--- src/rtl/cam_capture_ctrl.sv ---
// Camera frame sequencer and frame-buffer write-port arbiter (clear engine + capture gating).
// Optional watchdog enabled with `define CAM_CAPTURE_TIMEOUT_EN (adds the timeout port).
module cam_capture_ctrl #(
  parameter int              AW        = 15,
  parameter int              DW        = 12,
  parameter int              IMG_SIZE  = 19200,
  parameter int              IMG_LINES = 120,
  parameter logic [DW-1:0]   CLR_VALUE = '0
`ifdef CAM_CAPTURE_TIMEOUT_EN
  , parameter int            TIMEOUT_CYC = 2000000
`endif
) (
  input  logic          CAM_pclk,
  input  logic          rst,
  input  logic          CAM_vsync,
  input  logic          CAM_href,
  input  logic          start,
  input  logic          continuous,
  input  logic          stop,
  input  logic          clr_req,
  input  logic          cap_regW,
  input  logic [AW-1:0] cap_addr,
  input  logic [DW-1:0] cap_data,
  output logic          DP_RAM_regW,
  output logic [AW-1:0] DP_RAM_addr_in,
  output logic [DW-1:0] DP_RAM_data_in,
  output logic          busy,
  output logic          frame_done,
  output logic          frame_err,
  output logic [7:0]    frame_cnt,
  output logic [7:0]    line_cnt
`ifdef CAM_CAPTURE_TIMEOUT_EN
  , output logic        timeout
`endif
);

  localparam int PW = $clog2(IMG_SIZE + 1);

  typedef enum logic [2:0] {IDLE, CLEAR, WAIT_VS, WAIT_ACT, CAPTURE} state_t;

  state_t          state_q, state_d;
  logic            vsync_q, href_q;
  logic            start_pend_q, start_pend_d;
  logic            stop_seen_q, stop_seen_d;
  logic [AW-1:0]   clr_addr_q, clr_addr_d;
  logic [PW-1:0]   pix_cnt_q, pix_cnt_d;
  logic [7:0]      line_cnt_q, line_cnt_d;
  logic [7:0]      frame_cnt_q, frame_cnt_d;
  logic            frame_done_q, frame_done_d;
  logic            frame_err_q, frame_err_d;
  logic            busy_q, busy_d;
  logic            ram_we_q, ram_we_d;
  logic [AW-1:0]   ram_addr_q, ram_addr_d;
  logic [DW-1:0]   ram_data_q, ram_data_d;
  logic            arm;
  logic            vs_rise, vs_fall, href_fall;
`ifdef CAM_CAPTURE_TIMEOUT_EN
  logic [21:0]     wd_q, wd_d;
  logic            timeout_q, timeout_d;
`endif

  assign vs_rise   = CAM_vsync & ~vsync_q;
  assign vs_fall   = ~CAM_vsync & vsync_q;
  assign href_fall = ~CAM_href & href_q;

  always_comb begin
    state_d      = state_q;
    start_pend_d = start_pend_q;
    stop_seen_d  = stop_seen_q;
    clr_addr_d   = clr_addr_q;
    pix_cnt_d    = pix_cnt_q;
    line_cnt_d   = line_cnt_q;
    frame_cnt_d  = frame_cnt_q;
    frame_done_d = 1'b0;
    frame_err_d  = frame_err_q;
    ram_we_d     = 1'b0;
    ram_addr_d   = ram_addr_q;
    ram_data_d   = ram_data_q;
    arm          = 1'b0;
`ifdef CAM_CAPTURE_TIMEOUT_EN
    wd_d         = '0;
    timeout_d    = timeout_q;
`endif
    case (state_q)
      IDLE: begin
        if (clr_req) begin
          state_d    = CLEAR;
          clr_addr_d = '0;
          if (start) begin
            start_pend_d = 1'b1;
            arm          = 1'b1;
          end
        end else if (start) begin
          state_d = WAIT_VS;
          arm     = 1'b1;
        end
      end
      CLEAR: begin
        ram_we_d   = 1'b1;
        ram_addr_d = clr_addr_q;
        ram_data_d = CLR_VALUE;
        clr_addr_d = clr_addr_q + AW'(1);
        if (clr_addr_q == AW'(IMG_SIZE - 1)) begin
          state_d      = start_pend_q ? WAIT_VS : IDLE;
          start_pend_d = 1'b0;
        end
      end
      WAIT_VS: if (vs_rise) state_d = WAIT_ACT;
      WAIT_ACT: begin
        if (vs_fall) begin
          state_d    = CAPTURE;
          pix_cnt_d  = '0;
          line_cnt_d = '0;
        end
      end
      CAPTURE: begin
        ram_addr_d = cap_addr;
        ram_data_d = cap_data;
        if (cap_regW) begin
          if (pix_cnt_q == PW'(IMG_SIZE)) begin
            frame_err_d = 1'b1;
          end else begin
            ram_we_d  = 1'b1;
            pix_cnt_d = pix_cnt_q + PW'(1);
          end
        end
        if (href_fall && line_cnt_q != 8'd255) line_cnt_d = line_cnt_q + 8'd1;
        // Frame end uses the counts updated by this same cycle's strobe/href edge.
        if (vs_rise) begin
          frame_done_d = 1'b1;
          frame_cnt_d  = frame_cnt_q + 8'd1;
          if (pix_cnt_d != PW'(IMG_SIZE) || line_cnt_d != 8'(IMG_LINES)) frame_err_d = 1'b1;
          state_d = (continuous && !(stop_seen_q || stop)) ? WAIT_ACT : IDLE;
        end
      end
      default: state_d = IDLE;
    endcase
    if (arm) frame_err_d = 1'b0;
`ifdef CAM_CAPTURE_TIMEOUT_EN
    if (arm) timeout_d = 1'b0;
    if (state_q == WAIT_VS || state_q == WAIT_ACT || state_q == CAPTURE) begin
      if (!(vs_rise || vs_fall)) begin
        wd_d = wd_q + 22'd1;
        if (wd_d == 22'(TIMEOUT_CYC)) begin
          state_d     = IDLE;
          frame_err_d = 1'b1;
          timeout_d   = 1'b1;
          wd_d        = '0;
        end
      end
    end
`endif
    if (state_q != IDLE && stop) stop_seen_d = 1'b1;
    if (state_d == IDLE) stop_seen_d = 1'b0;
    busy_d = (state_d != IDLE);
  end

  always_ff @(posedge CAM_pclk) begin
    if (rst) begin
      state_q      <= IDLE;
      vsync_q      <= 1'b0;
      href_q       <= 1'b0;
      start_pend_q <= 1'b0;
      stop_seen_q  <= 1'b0;
      clr_addr_q   <= '0;
      pix_cnt_q    <= '0;
      line_cnt_q   <= '0;
      frame_cnt_q  <= '0;
      frame_done_q <= 1'b0;
      frame_err_q  <= 1'b0;
      busy_q       <= 1'b0;
      ram_we_q     <= 1'b0;
      ram_addr_q   <= '0;
      ram_data_q   <= '0;
`ifdef CAM_CAPTURE_TIMEOUT_EN
      wd_q         <= '0;
      timeout_q    <= 1'b0;
`endif
    end else begin
      state_q      <= state_d;
      vsync_q      <= CAM_vsync;
      href_q       <= CAM_href;
      start_pend_q <= start_pend_d;
      stop_seen_q  <= stop_seen_d;
      clr_addr_q   <= clr_addr_d;
      pix_cnt_q    <= pix_cnt_d;
      line_cnt_q   <= line_cnt_d;
      frame_cnt_q  <= frame_cnt_d;
      frame_done_q <= frame_done_d;
      frame_err_q  <= frame_err_d;
      busy_q       <= busy_d;
      ram_we_q     <= ram_we_d;
      ram_addr_q   <= ram_addr_d;
      ram_data_q   <= ram_data_d;
`ifdef CAM_CAPTURE_TIMEOUT_EN
      wd_q         <= wd_d;
      timeout_q    <= timeout_d;
`endif
    end
  end

  assign DP_RAM_regW    = ram_we_q;
  assign DP_RAM_addr_in = ram_addr_q;
  assign DP_RAM_data_in = ram_data_q;
  assign busy           = busy_q;
  assign frame_done     = frame_done_q;
  assign frame_err      = frame_err_q;
  assign frame_cnt      = frame_cnt_q;
  assign line_cnt       = line_cnt_q;
`ifdef CAM_CAPTURE_TIMEOUT_EN
  assign timeout        = timeout_q;
`endif

endmodule

--- config.mk ---
export PLATFORM = sky130hd
export DESIGN_NAME = cam_capture_ctrl
export DESIGN_NICKNAME = d
export VERILOG_FILES = /design/src/rtl/cam_capture_ctrl.sv
export SDC_FILE = /design/constraint.sdc
export NUM_CORES = 1
export LEC_CHECK = 0
export BUFFER_PORTS_ARGS = -buffer_cell sky130_fd_sc_hd__buf_2
export CAP_MARGIN = 0
export CELL_PAD_IN_SITES_DETAIL_PLACEMENT = 1
export CELL_PAD_IN_SITES_GLOBAL_PLACEMENT = 1
export CORE_ASPECT_RATIO = 1.1
export CORE_MARGIN = 3
export CORE_UTILIZATION = 40
export CTS_BUF_LIST = sky130_fd_sc_hd__clkbuf_4 sky130_fd_sc_hd__clkbuf_8
export CTS_CLUSTER_DIAMETER = 120
export DETAILED_ROUTE_END_ITERATION = 6
export PLACE_DENSITY = 0.85
export REMOVE_ABC_BUFFERS = 1
export SYNTH_ARGS = -nofsm -noshare
export SYNTH_HDL_FRONTEND = slang
export SYNTH_SLANG_ARGS = --single-unit
--- constraint.sdc ---
create_clock -name CAM_pclk -period 4.25 [get_ports CAM_pclk]
set_input_delay 0.85 -clock CAM_pclk [delete_from_list [all_inputs] [get_ports CAM_pclk]]
set_output_delay 0.85 -clock CAM_pclk [all_outputs]
set_load 0.005 [all_outputs]
# Yosys cells after proc, flatten, opt, wreduce, memory -nomap -nowiden
# Index checks and enable logic that the tools add are counted.
# Widths: inputs -> output; s select.
[word_totals]
ff_bits = 84
latch_bits = 0
ramBits = 0
romBits = 0
input_bits = 36
out_inout_bits = 47
wordCells = 95
n_memories = 0
[op_classes]
n_addsub = 4
n_mul = 0
n_div = 0
n_lt_le_gt_ge = 0
n_eq_ne = 13
shift = 0
muxes = 36
n_bitwise = 7
reduce_logical = 20
[ops]
columns = ["operator", "count"]
rows = [
  ["$pmux 15 s2", 3],
  ["$mux 15", 5],
  ["$add 15x1->15 const B", 2],
  ["$eq 15x15->1 const B", 2],
  ["$mux 8", 3],
  ["$pmux 12 s2", 1],
  ["$mux 3", 6],
  ["$add 8x1->8 const B", 2],
  ["$pmux 8 s2", 1],
  ["$ne 15x15->1 const B", 1],
  ["$pmux 3 s5", 1],
  ["$mux 1", 12],
  ["$ne 2x2->1 const B", 4],
  ["$ne 8x7->1 const B", 1],
  ["$ne 8x8->1 const B", 1],
  ["$eq 3x2->1 const B", 2],
  ["$logic_not 3->1", 2],
  ["$reduce_and 2->1", 3],
  ["$reduce_bool 2->1", 3],
  ["$reduce_bool 3->1", 2],
  ["$reduce_or 2->1", 3],
  ["$mux 2", 2],
  ["$not 1->1", 4],
  ["$pmux 1 s2", 2],
  ["7 further kinds", 12],
]

# Logic depth before layout (Yosys ltp)
# Gate-level depths: netlist (run 1).
[logic_depth]
ltp_word = 9
ltp_mapped = 9

# Worst setup path before layout (run 1)
# OpenSTA, ideal clock, no wires.
[synth_timing]
kind = "input-to-reg"
startpoint = "in CAM_href"
endpoint = "reg frame_err_q, in the netlist frame_err"
setup_time_ns = 0.120
arrival_ns = 2.083
t_required_ns = 4.130
path_slack_ns = 2.047
stages = 6
cell_sequence = "nor2b_1 -> o21a_1 -> clkbuf_1 -> nand4_1 -> a221o_1 -> o31a_1"
[synth_between]
elab_chain_cells = 9
[synth_lines]
columns = ["element", "line", "text"]
rows = [
  ["start: declaration", "16", "input logic CAM_href,"],
  ["$not 1->1", "64", "assign href_fall = ~CAM_href & href_q;"],
  ["$and 1x1->1", "64", ""],
  ["$logic_and 1x1->1", "127", "if (href_fall && line_cnt_q != 8'd255) line_cnt_d = line_cnt_q + 8'd1;"],
  ["$mux 8", "127", ""],
  ["$mux 8", "84", "case (state_q)"],
  ["$ne 8x7->1", "132", "if (pix_cnt_d != PW'(IMG_SIZE) || line_cnt_d != 8'(IMG_LINES)) frame_err_d = 1'b1;"],
  ["$logic_or 1x1->1", "132", ""],
  ["$mux 1", "132", ""],
  ["$mux 1", "129", "if (vs_rise) begin"],
  ["end signal: assignment", "190", "frame_err_q <= frame_err_d;"],
  ["end: declaration", "50", "logic frame_err_q, frame_err_d;"],
]
# No other way between the ends. The select of a mux whose other input is x is not followed.
# A chain may end at the register's enable or synchronous reset.

# Worst setup path in the final report (run 1)
[layout_timing]
startpoint = "reg state_q[1]"
endpoint = "reg line_cnt_q[1], in the netlist line_cnt[1]"
[layout_between]
elab_chain_cells = 3
[layout_lines]
columns = ["element", "line", "text"]
rows = [
  ["start: declaration", "41", "state_t state_q, state_d;"],
  ["start signal: assignment", "180", "state_q <= state_d;"],
  ["$eq 3x2->1 or $eq 3x3->1 (tied branches)", "84", ""],
  ["$ne 2x2->1 (no source line) or $reduce_bool 2->1 (tied branches)", "-", ""],
  ["$reduce_and 2->1 (no source line)", "-", ""],
  ["end signal: assignment", "187", "line_cnt_q <= line_cnt_d;"],
  ["end: declaration", "47", "logic [7:0] line_cnt_q, line_cnt_d;"],
]
# Several ways; a longest one is shown, not always the timed one.

==> results summary, run 1 <==
The flow ran to the end, and the final reports show no timing, DRC or antenna violations. The number of buffers and inverters on the critical path is 0. The total vias in the final route is roughly 4,200. The library cell used most frequently in the layout, excluding fill and tap cells, is sky130_fd_sc_hd__dfxtp_1.

The quantity of hold-fixing buffers added after cts is 0. The endpoint class of the critical path is a flop. The starting density of the core is 41.6%. The number of clock sinks is between 80 and 90. At the later pin of the worst-skew pair, clock insertion delay measures 0.37 ns. The area added between synthesis and finish came out at 17.0%. The slew at the pin closest to its max-slew limit came out at between 1 and 1.5 ns. The initial antenna violation count came out at 0. The cell sitting at the root of the clock tree is a sky130_fd_sc_hd__clkbuf_8. Clock tree synthesis inserted a total of 9 buffers. The path class of the tightest hold or removal check is flop to flop. The peak ir drop on the vdd network came out at 0.179 mV.

Setup repair after global routing left no endpoint under its margin. The total count of max-transition violations in the final report is 0. The half-perimeter wire length after detailed placement came out at 8850 um. Of all nets on the critical path, the largest fanout is 24. The first detailed-routing pass took 4 iterations. Summing every instance area after synthesis gives between 4000 and 5000 um^2. The data required time of the worst path came out at about 4.5 ns. For this block, the initial DRC count from the detailed router was between 150 and 200. In this run, distinct cell masters in the synthesized netlist total ~60. The routability congestion estimate from global placement came out at 0.845. Synthesis produced between 500 and 600 cells. The headroom to the max-slew limit is 30.4%. The post-placement worst setup slack came out at about 1.7 ns. Entering global routing, the biggest net connects between 50 and 60 pins. The setup violation total in the final timing report is 0.

Clock-pin slew was measured on the worst setup and hold paths at 0.09 ns. The startpoint type of the worst setup path is a flop. The arrival time of data at the critical path endpoint came out at approximately 3.0 ns. Global routing used 22.3% of the available tracks. The number of enable-type register cells in the synthesized netlist came out at 0. The wire length per cell after detailed routing came out at 17.6 um. The final layout contains routed wiring with a total length of between 10,000 and 15,000 um. The full die area came out at between 10,000 and 15,000 um^2. The slowest stage of the critical path belongs to the cell sky130_fd_sc_hd__nand2_1. The number of cell rows is 38.

For this run, the slowest stage of the critical path takes ~0.7 ns. The DRC violation count after routing is 0. The core box area came out at around 10,000 um^2. Traced cell by cell, the critical path runs through nor2_1, nand2_1, nand2_1, o21ai_0, a32oi_1, nor2_1. For the finished layout, the period the worst path requires is about 2.7 ns. The final critical path takes up a little under two thirds of the cycle. The setup path with the least slack is of type flop to flop.

The mean cell area of the mapped netlist came out at ~8 um^2. The number of antenna cells inserted is 0. For this run, asynchronously set or reset flops after synthesis account for 0%. The number of hold-slack violations in the final timing report is 0. The number of global-route vias before repair is around 4,300. The ratio of cells with drive above 1 in the final layout is ~19%.

The routed via count divided by cell count came out at roughly 5.8. The worst-case setup margin in the final layout came out at approximately 1.5 ns. Measured along the x axis, the die boundary spans 103 um.

Counting flops and latches in the post-synthesis netlist gives 84. In the layout the commonest cells are sky130_fd_sc_hd__dfxtp_1, sky130_fd_sc_hd__buf_2, sky130_fd_sc_hd__nor2_1. Max-cap violations in this run came to 0. The global-route wire length before repair came out at ~21,000 um. The maximum clock frequency came out at roughly 0.37 GHz.

The final setup skew came out at about 0.0079 ns. The clock tree synthesis step divided the H-tree into 3 levels. The number of warnings reported in the yosys synthesis log is 0.

No sink is reached through more buffers than the 2 on the longest clock path. For this design the static power due to leakage is roughly 1.9 nW. The antenna violation net count after detailed routing is 0. For this design the ratio of total power to cell area is roughly 330 nW/um^2.

The remaining global-route overflow is 0. The number of top-level design ports came out at 83. The total number of nets in the final design came out at ~620. The part of the Yosys area used for sequential elements is 40.3%.

TritonCTS built the clock tree. The number of input and output port buffers inserted is 82. The share of the core filled with cells is between 40% and 50%. The final setup TNS is 0 ns. The post-cts resize count came out at 0. From bottom edge to top edge, the die measures approximately 110 um. After clock tree synthesis, the setup repair step added 0 buffers. The kind of cell with the highest combined delay along the critical path is simple AND/OR/NAND/NOR gates. In the synthesized netlist the dominant register cell turns out to be sky130_fd_sc_hd__dfxtp_1.
state kept, by name, summed over array words and instances (netlist names):
name	flops
frame_err	1
DP_RAM_addr_in	15
frame_cnt	8
stop_seen_q	1
frame_done	1
clr_addr_q	15
start_pend_q	1
pix_cnt_q	15
DP_RAM_regW	1
href_q	1
busy	1
vsync_q	1
line_cnt	8
DP_RAM_data_in	12
state_q	3
worst register-to-register path, delay by kind of cell (launching register included):
| kind | cells | cell delay [ns] |
|---|---|---|
| flops | 1 | 0.43 |
| simple gates | 4 | 1.61 |
| compound gates | 2 | 0.55 |
layer usage:
metal,global-route usage (%),vias up,routed length [um]
met5,0,-,0
met2,38.8,70,6770
li1,-,2029,-
met4,6.82,0,165
met1,27.6,2078,5500
met3,4.01,16,393
cells in the mapped netlist (3+ instances only):
| cell | n | share of area (%) |
|---|---|---|
| sky130_fd_sc_hd__dfxtp_1 | 84 | 40 |
| sky130_fd_sc_hd__nor2_1 | 63 | 5.7 |
| sky130_fd_sc_hd__a21oi_1 | 52 | 6.2 |
| sky130_fd_sc_hd__nand2_1 | 40 | 3.6 |
| sky130_fd_sc_hd__clkbuf_1 | 28 | 2.5 |
| sky130_fd_sc_hd__nand3_1 | 27 | 3.2 |
| sky130_fd_sc_hd__a22oi_1 | 25 | 4.5 |
| sky130_fd_sc_hd__o21ai_0 | 25 | 3.0 |
| sky130_fd_sc_hd__nor3_1 | 19 | 2.3 |
| sky130_fd_sc_hd__nand4_1 | 14 | 2.1 |
| sky130_fd_sc_hd__inv_1 | 13 | 1.2 |
| sky130_fd_sc_hd__a31oi_1 | 9 | 1.4 |
| sky130_fd_sc_hd__nand3b_1 | 7 | 1.3 |
| sky130_fd_sc_hd__nor2b_1 | 7 | 1.1 |
| sky130_fd_sc_hd__or3_1 | 7 | 1.1 |
| sky130_fd_sc_hd__a311oi_1 | 6 | 1.3 |
| sky130_fd_sc_hd__xor2_1 | 6 | 1.3 |
| sky130_fd_sc_hd__a21o_1 | 5 | 0.90 |
| sky130_fd_sc_hd__and2_1 | 5 | 0.75 |
| sky130_fd_sc_hd__ha_1 | 5 | 1.5 |
| sky130_fd_sc_hd__xnor2_1 | 5 | 1.1 |
| sky130_fd_sc_hd__and3_1 | 4 | 0.60 |
| sky130_fd_sc_hd__buf_1 | 4 | 0.36 |
| sky130_fd_sc_hd__o211ai_1 | 4 | 0.72 |
| sky130_fd_sc_hd__o21a_1 | 4 | 0.72 |
| sky130_fd_sc_hd__a211oi_1 | 3 | 0.54 |
| sky130_fd_sc_hd__and4_1 | 3 | 0.63 |
| sky130_fd_sc_hd__nand4b_1 | 3 | 0.63 |
| sky130_fd_sc_hd__nor4_1 | 3 | 0.45 |
worst paths after layout:
path / slack, ns / end / cells after the start / from
max: 1.55 / line_cnt[1] / 6 / state_q[1]
min: 0.46 / DP_RAM_addr_in[12] / 2 / DP_RAM_addr_in[12]
max reg2reg: 1.55 / line_cnt[1] / 6 / state_q[1]
min reg2reg: 0.46 / DP_RAM_addr_in[12] / 2 / DP_RAM_addr_in[12]
stage by stage:
stage                     area [um^2]  power (mW)  cells  hold WS, ns
after floorplan                  4020       0.880    486        0.447
after global placement           4650       0.943    712        0.441
after detailed placement         4650       0.949    712        0.452
after CTS                        4880        1.60    728        0.464
after global routing             4880        1.65    728        0.484
final                            4880        1.59    728        0.460
power by group:
part	internal (mW)	total, mW	switching, mW
registers	0.797	0.806	0.00983
clock network	0.347	0.657	0.310
logic	0.0405	0.126	0.0851
area by class of cell:
cell class,count,area [um^2]
fill,1261,5150
multi-input combinational,389,2300
sequential,84,1680
clock buffer,10,138
tap,140,175
inverter,13,48.8
clock inverter,6,86.3
timing repair buffer,86,453
cell families (layout without fill, tap and decap cells):
| kind of cell | Yosys count | count (layout) | share of synthesized area [%] |
|---|---|---|---|
| adders and majority gates | 5 | 5 | 1.50 |
| AOI/OAI and AO/OA | 153 | 153 | 23.3 |
| xor gates and xnor gates | 11 | 11 | 2.31 |
| DFF | 84 | 84 | 40.3 |
| muxes | 1 | 1 | 0.240 |
| and+or+nand+nor | 219 | 219 | 27.4 |
| buffers and inverters | 49 | 115 | 4.89 |
(Power assumes the default switching activity.)
==> run 2: changes to the inputs <==
--- a/config.mk
+++ b/config.mk
@@ -11,7 +11,7 @@
 export CELL_PAD_IN_SITES_GLOBAL_PLACEMENT = 1
 export CORE_ASPECT_RATIO = 1.1
 export CORE_MARGIN = 3
-export CORE_UTILIZATION = 40
+export CORE_UTILIZATION = 38
 export CTS_BUF_LIST = sky130_fd_sc_hd__clkbuf_4 sky130_fd_sc_hd__clkbuf_8
 export CTS_CLUSTER_DIAMETER = 120
 export DETAILED_ROUTE_END_ITERATION = 6
==> constraint.sdc (replaced) <==
create_clock -name CAM_pclk -period 2.2 [get_ports CAM_pclk]
set_input_delay 0.44 -clock CAM_pclk [delete_from_list [all_inputs] [get_ports CAM_pclk]]
set_output_delay 0.44 -clock CAM_pclk [all_outputs]
set_load 0.005 [all_outputs]
==> results summary, run 2 (synthesis results as in run 1) <==
The flow ran to the end, and the final reports show no timing, DRC or antenna violations. The die extent in x came out at 106 um (+2.4%). The number of buffers added by the clock tree synthesis step was 9 (unchanged). The post-layout total power is 3.24 mW (+100%).

The post-placement worst setup slack is 0.0622 ns (-1.65 ns). The initial antenna violation count came out at 0 (unchanged). The quantity of hold-fixing buffers added after cts is 0 (unchanged).

The peak per-stage delay on the critical path came out at 0.33 ns (-0.37 ns). The slowest stage of the critical path is the sky130_fd_sc_hd__dfxtp_2 cell. The vertical die dimension is 116 um (+2.5%). The startpoint type of the worst setup path is a flop. The total vias in the final route is 4,389 (+4.7%). The wire length reported by the detailed router is 13,500 um (+5.0%).

The data required time of the worst path is 2.46 ns (-2.04 ns). The post-CTS clock slew at the launch and capture registers of the worst setup and hold paths came out at 0.09 ns (about the same). The critical path is of the flop to flop type. The highest net fanout along the worst path came out at 3 (-88%). The headroom to the max-slew limit was 48.8% (+18 points). The number of input and output port buffers inserted came out at 82 (unchanged). The DRC violation count after routing came to 0 (unchanged). The switching share of total power is 24.2% (-1.2 points). The core box area came out at 10,500 um^2 (+5.1%). The startpoint of the worst register-to-register path is pix_cnt_q[0].

TritonCTS built the clock tree. The arrival time of data at the critical path endpoint came out at 2.40 ns (-0.56 ns). The number of clock sinks came out at 84 (unchanged). The number of detailed-route iterations in the first pass was 5 (+1). The routability congestion estimate from global placement is 0.944 (+12%).

The share of the core filled with cells was 48.5% (-0.11 points). The worst min-delay path startpoint is CAM_href. The routed length on met2 came out at 7000 um (+3.4%). The filler cell count came out at 1,350 (+7.1%). The largest net degree at the start of global routing came out at 47 (-9.6%). The peak ir drop on the vdd network came to 0.385 mV (+120%).

The wire length per cell after detailed routing came out at 17.9 um (+1.4%). The remaining global-route overflow was 0 (unchanged). The logic gate share of total power is 7.9% (about the same). Walking the worst path, the cells encountered are inv_1, ha_2, and4bb_2, nand4_2, and2_4, or3_1, a221o_1, o31a_1. The antenna violation net count after detailed routing was 0 (unchanged). The number of global-route vias before repair is 4,517 (+5.7%). The number of hold-slack violations in the final timing report is 0 (unchanged).

The starting density of the core is 39.6% (-2.0 points). In this run the top signal layer used is met4. The met1 routed wirelength after detailed routing is 5670 um (+3.0%).

The maximum root-to-sink buffer count is 2 (unchanged). The switching power summed over all nets is 0.784 mW (+94%). The tightest min-delay check is of the input pin to flop type. The clock insertion delay at the later pin of the skew report came out at 0.37 ns (about the same). The reported leakage power was 2.01 nW (+7.1%).

The final setup skew came out at 0.00743 ns (-0.000519 ns). The routed via count divided by cell count is 5.82 (+1.1%). The overall routing resource usage came to 22.1% (-0.24 points).

The detailed-routed wire length on met3 came out at 530 um (+35%). The library cell used most frequently in the layout, excluding fill and tap cells, is sky130_fd_sc_hd__dfxtp_1. The number of antenna cells inserted came out at 0 (unchanged). The number of max-cap violations came to 0 (unchanged). The total power density per cell area came out at 633 nW/um^2 (+94%). The half-perimeter wire length after detailed placement was 9260 um (+4.7%). The ratio of cells with drive above 1 in the final layout is 23.1% (+3.9 points).

The worst hold slack after final layout is 0.299 ns (-0.161 ns). The area added between synthesis and finish came out at 22.6%. The number of top-level design ports came out at 83 (unchanged). The sequential share of power was 48.1% (-2.7 points). The multi-input logic area came to 2310 um^2 (+0.49%). The post-route minimum period is 2.14 ns (-0.562 ns). The full die area is 12,300 um^2 (+5.0%). The portion of total power attributed to the clock network is 43.9% (+2.6 points). The final critical-path share of the clock period is 97.3% (+34 points). The setup violation total in the final timing report came out at 0 (unchanged).

The slew at the pin closest to its max-slew limit came out at 0.768 ns (-0.270 ns). The footprint of the flip-flops and latches is 1680 um^2 (about the same). The internal power component was 2.45 mW (+110%). The total number of nets in the final design is 647 (+3.7%). The top cell types in the final layout, fill and taps aside, are sky130_fd_sc_hd__dfxtp_1, sky130_fd_sc_hd__buf_2, sky130_fd_sc_hd__nor2_1.

The number of cell rows came out at 39 (+2.6%). The DRC violation total after the first TritonRoute iteration came out at 231 (+22%). The total count of max-transition violations in the final report was 0 (unchanged).

The global-route wire length before repair was 22,200 um (+5.6%). The maximum clock frequency came out at 0.467 GHz (+26%). The tree is rooted in a sky130_fd_sc_hd__clkbuf_8. The maximum level of the CTS H-tree is 3 (unchanged). STA classifies the critical path endpoint as a flop. The final setup TNS is 0 ns (unchanged). The worst-case setup margin in the final layout is 0.0588 ns (-1.49 ns).

Tracing the worst setup path back leads to its startpoint at pix_cnt_q[0].
==> run 2: cell count changes in the layout (fill, tap and decap cells not counted), sizes merged <==
cell / change
buf: +23
clkinv: -2
clkbuf: +1
bufinv: +1
==> run 2: per-layer routing <==
layer  up-vias  track usage (%)
met5         -                0
met4         0             7.94
met3        27             4.12
met2       107             39.0
met1      2181             27.0
li1       2074                -
==> run 2: power by group through the flow <==
| stage | clock network, mW | logic [mW] | registers [mW] |
|---|---|---|---|
| detailed placement | 0 | 0.249 | 1.59 |
| global route | 1.52 | 0.286 | 1.56 |
| finish | 1.42 | 0.257 | 1.56 |
| floorplan | 0 | 0.111 | 1.59 |
| CTS | 1.45 | 0.253 | 1.56 |
| global placement | 0 | 0.241 | 1.59 |
==> run 2: final timing paths <==
path	slack [ns]	to	depth (start not counted)
setup / recovery	0.06	frame_err	8
hold / removal	0.30	href_q	2
setup reg to reg	0.06	frame_err	8
hold reg to reg	0.46	DP_RAM_addr_in[7]	2
==> run 2: area by class of cell <==
class | count | area share (%)
flip-flops and latches | 84 | 32.9
clock inverters | 5 | 2.08
well taps | 143 | 3.50
inverters | 13 | 0.954
clock buffers | 11 | 2.96
multi-input cells | 389 | 45.1
repair buffers | 109 | 12.5
==> run 2: stage by stage <==
| stage | cells | instance area, um^2 |
|---|---|---|
| after floorplan | 486 | 4020 |
| after global placement | 737 | 4840 |
| after detailed placement | 737 | 4840 |
| after CTS | 753 | 5090 |
| after global routing | 754 | 5110 |
| final | 754 | 5110 |
==> run 2: what timing repair did <==
action	4_1_cts	5_1_grt
setup endpoints to repair	0	2
resized for setup	0	5
setup buffers	0	1
==> run 2: worst max-delay path, delay by kind of cell (launching register included) <==
kind                     cells  cell delay, ns
adder cells (fa/ha/maj)      1            0.17
buffers and inverters        1            0.08
AND/OR/NAND/NOR              4            0.87
flip-flops                   1            0.33
AO/OA/AOI/OAI                2            0.59
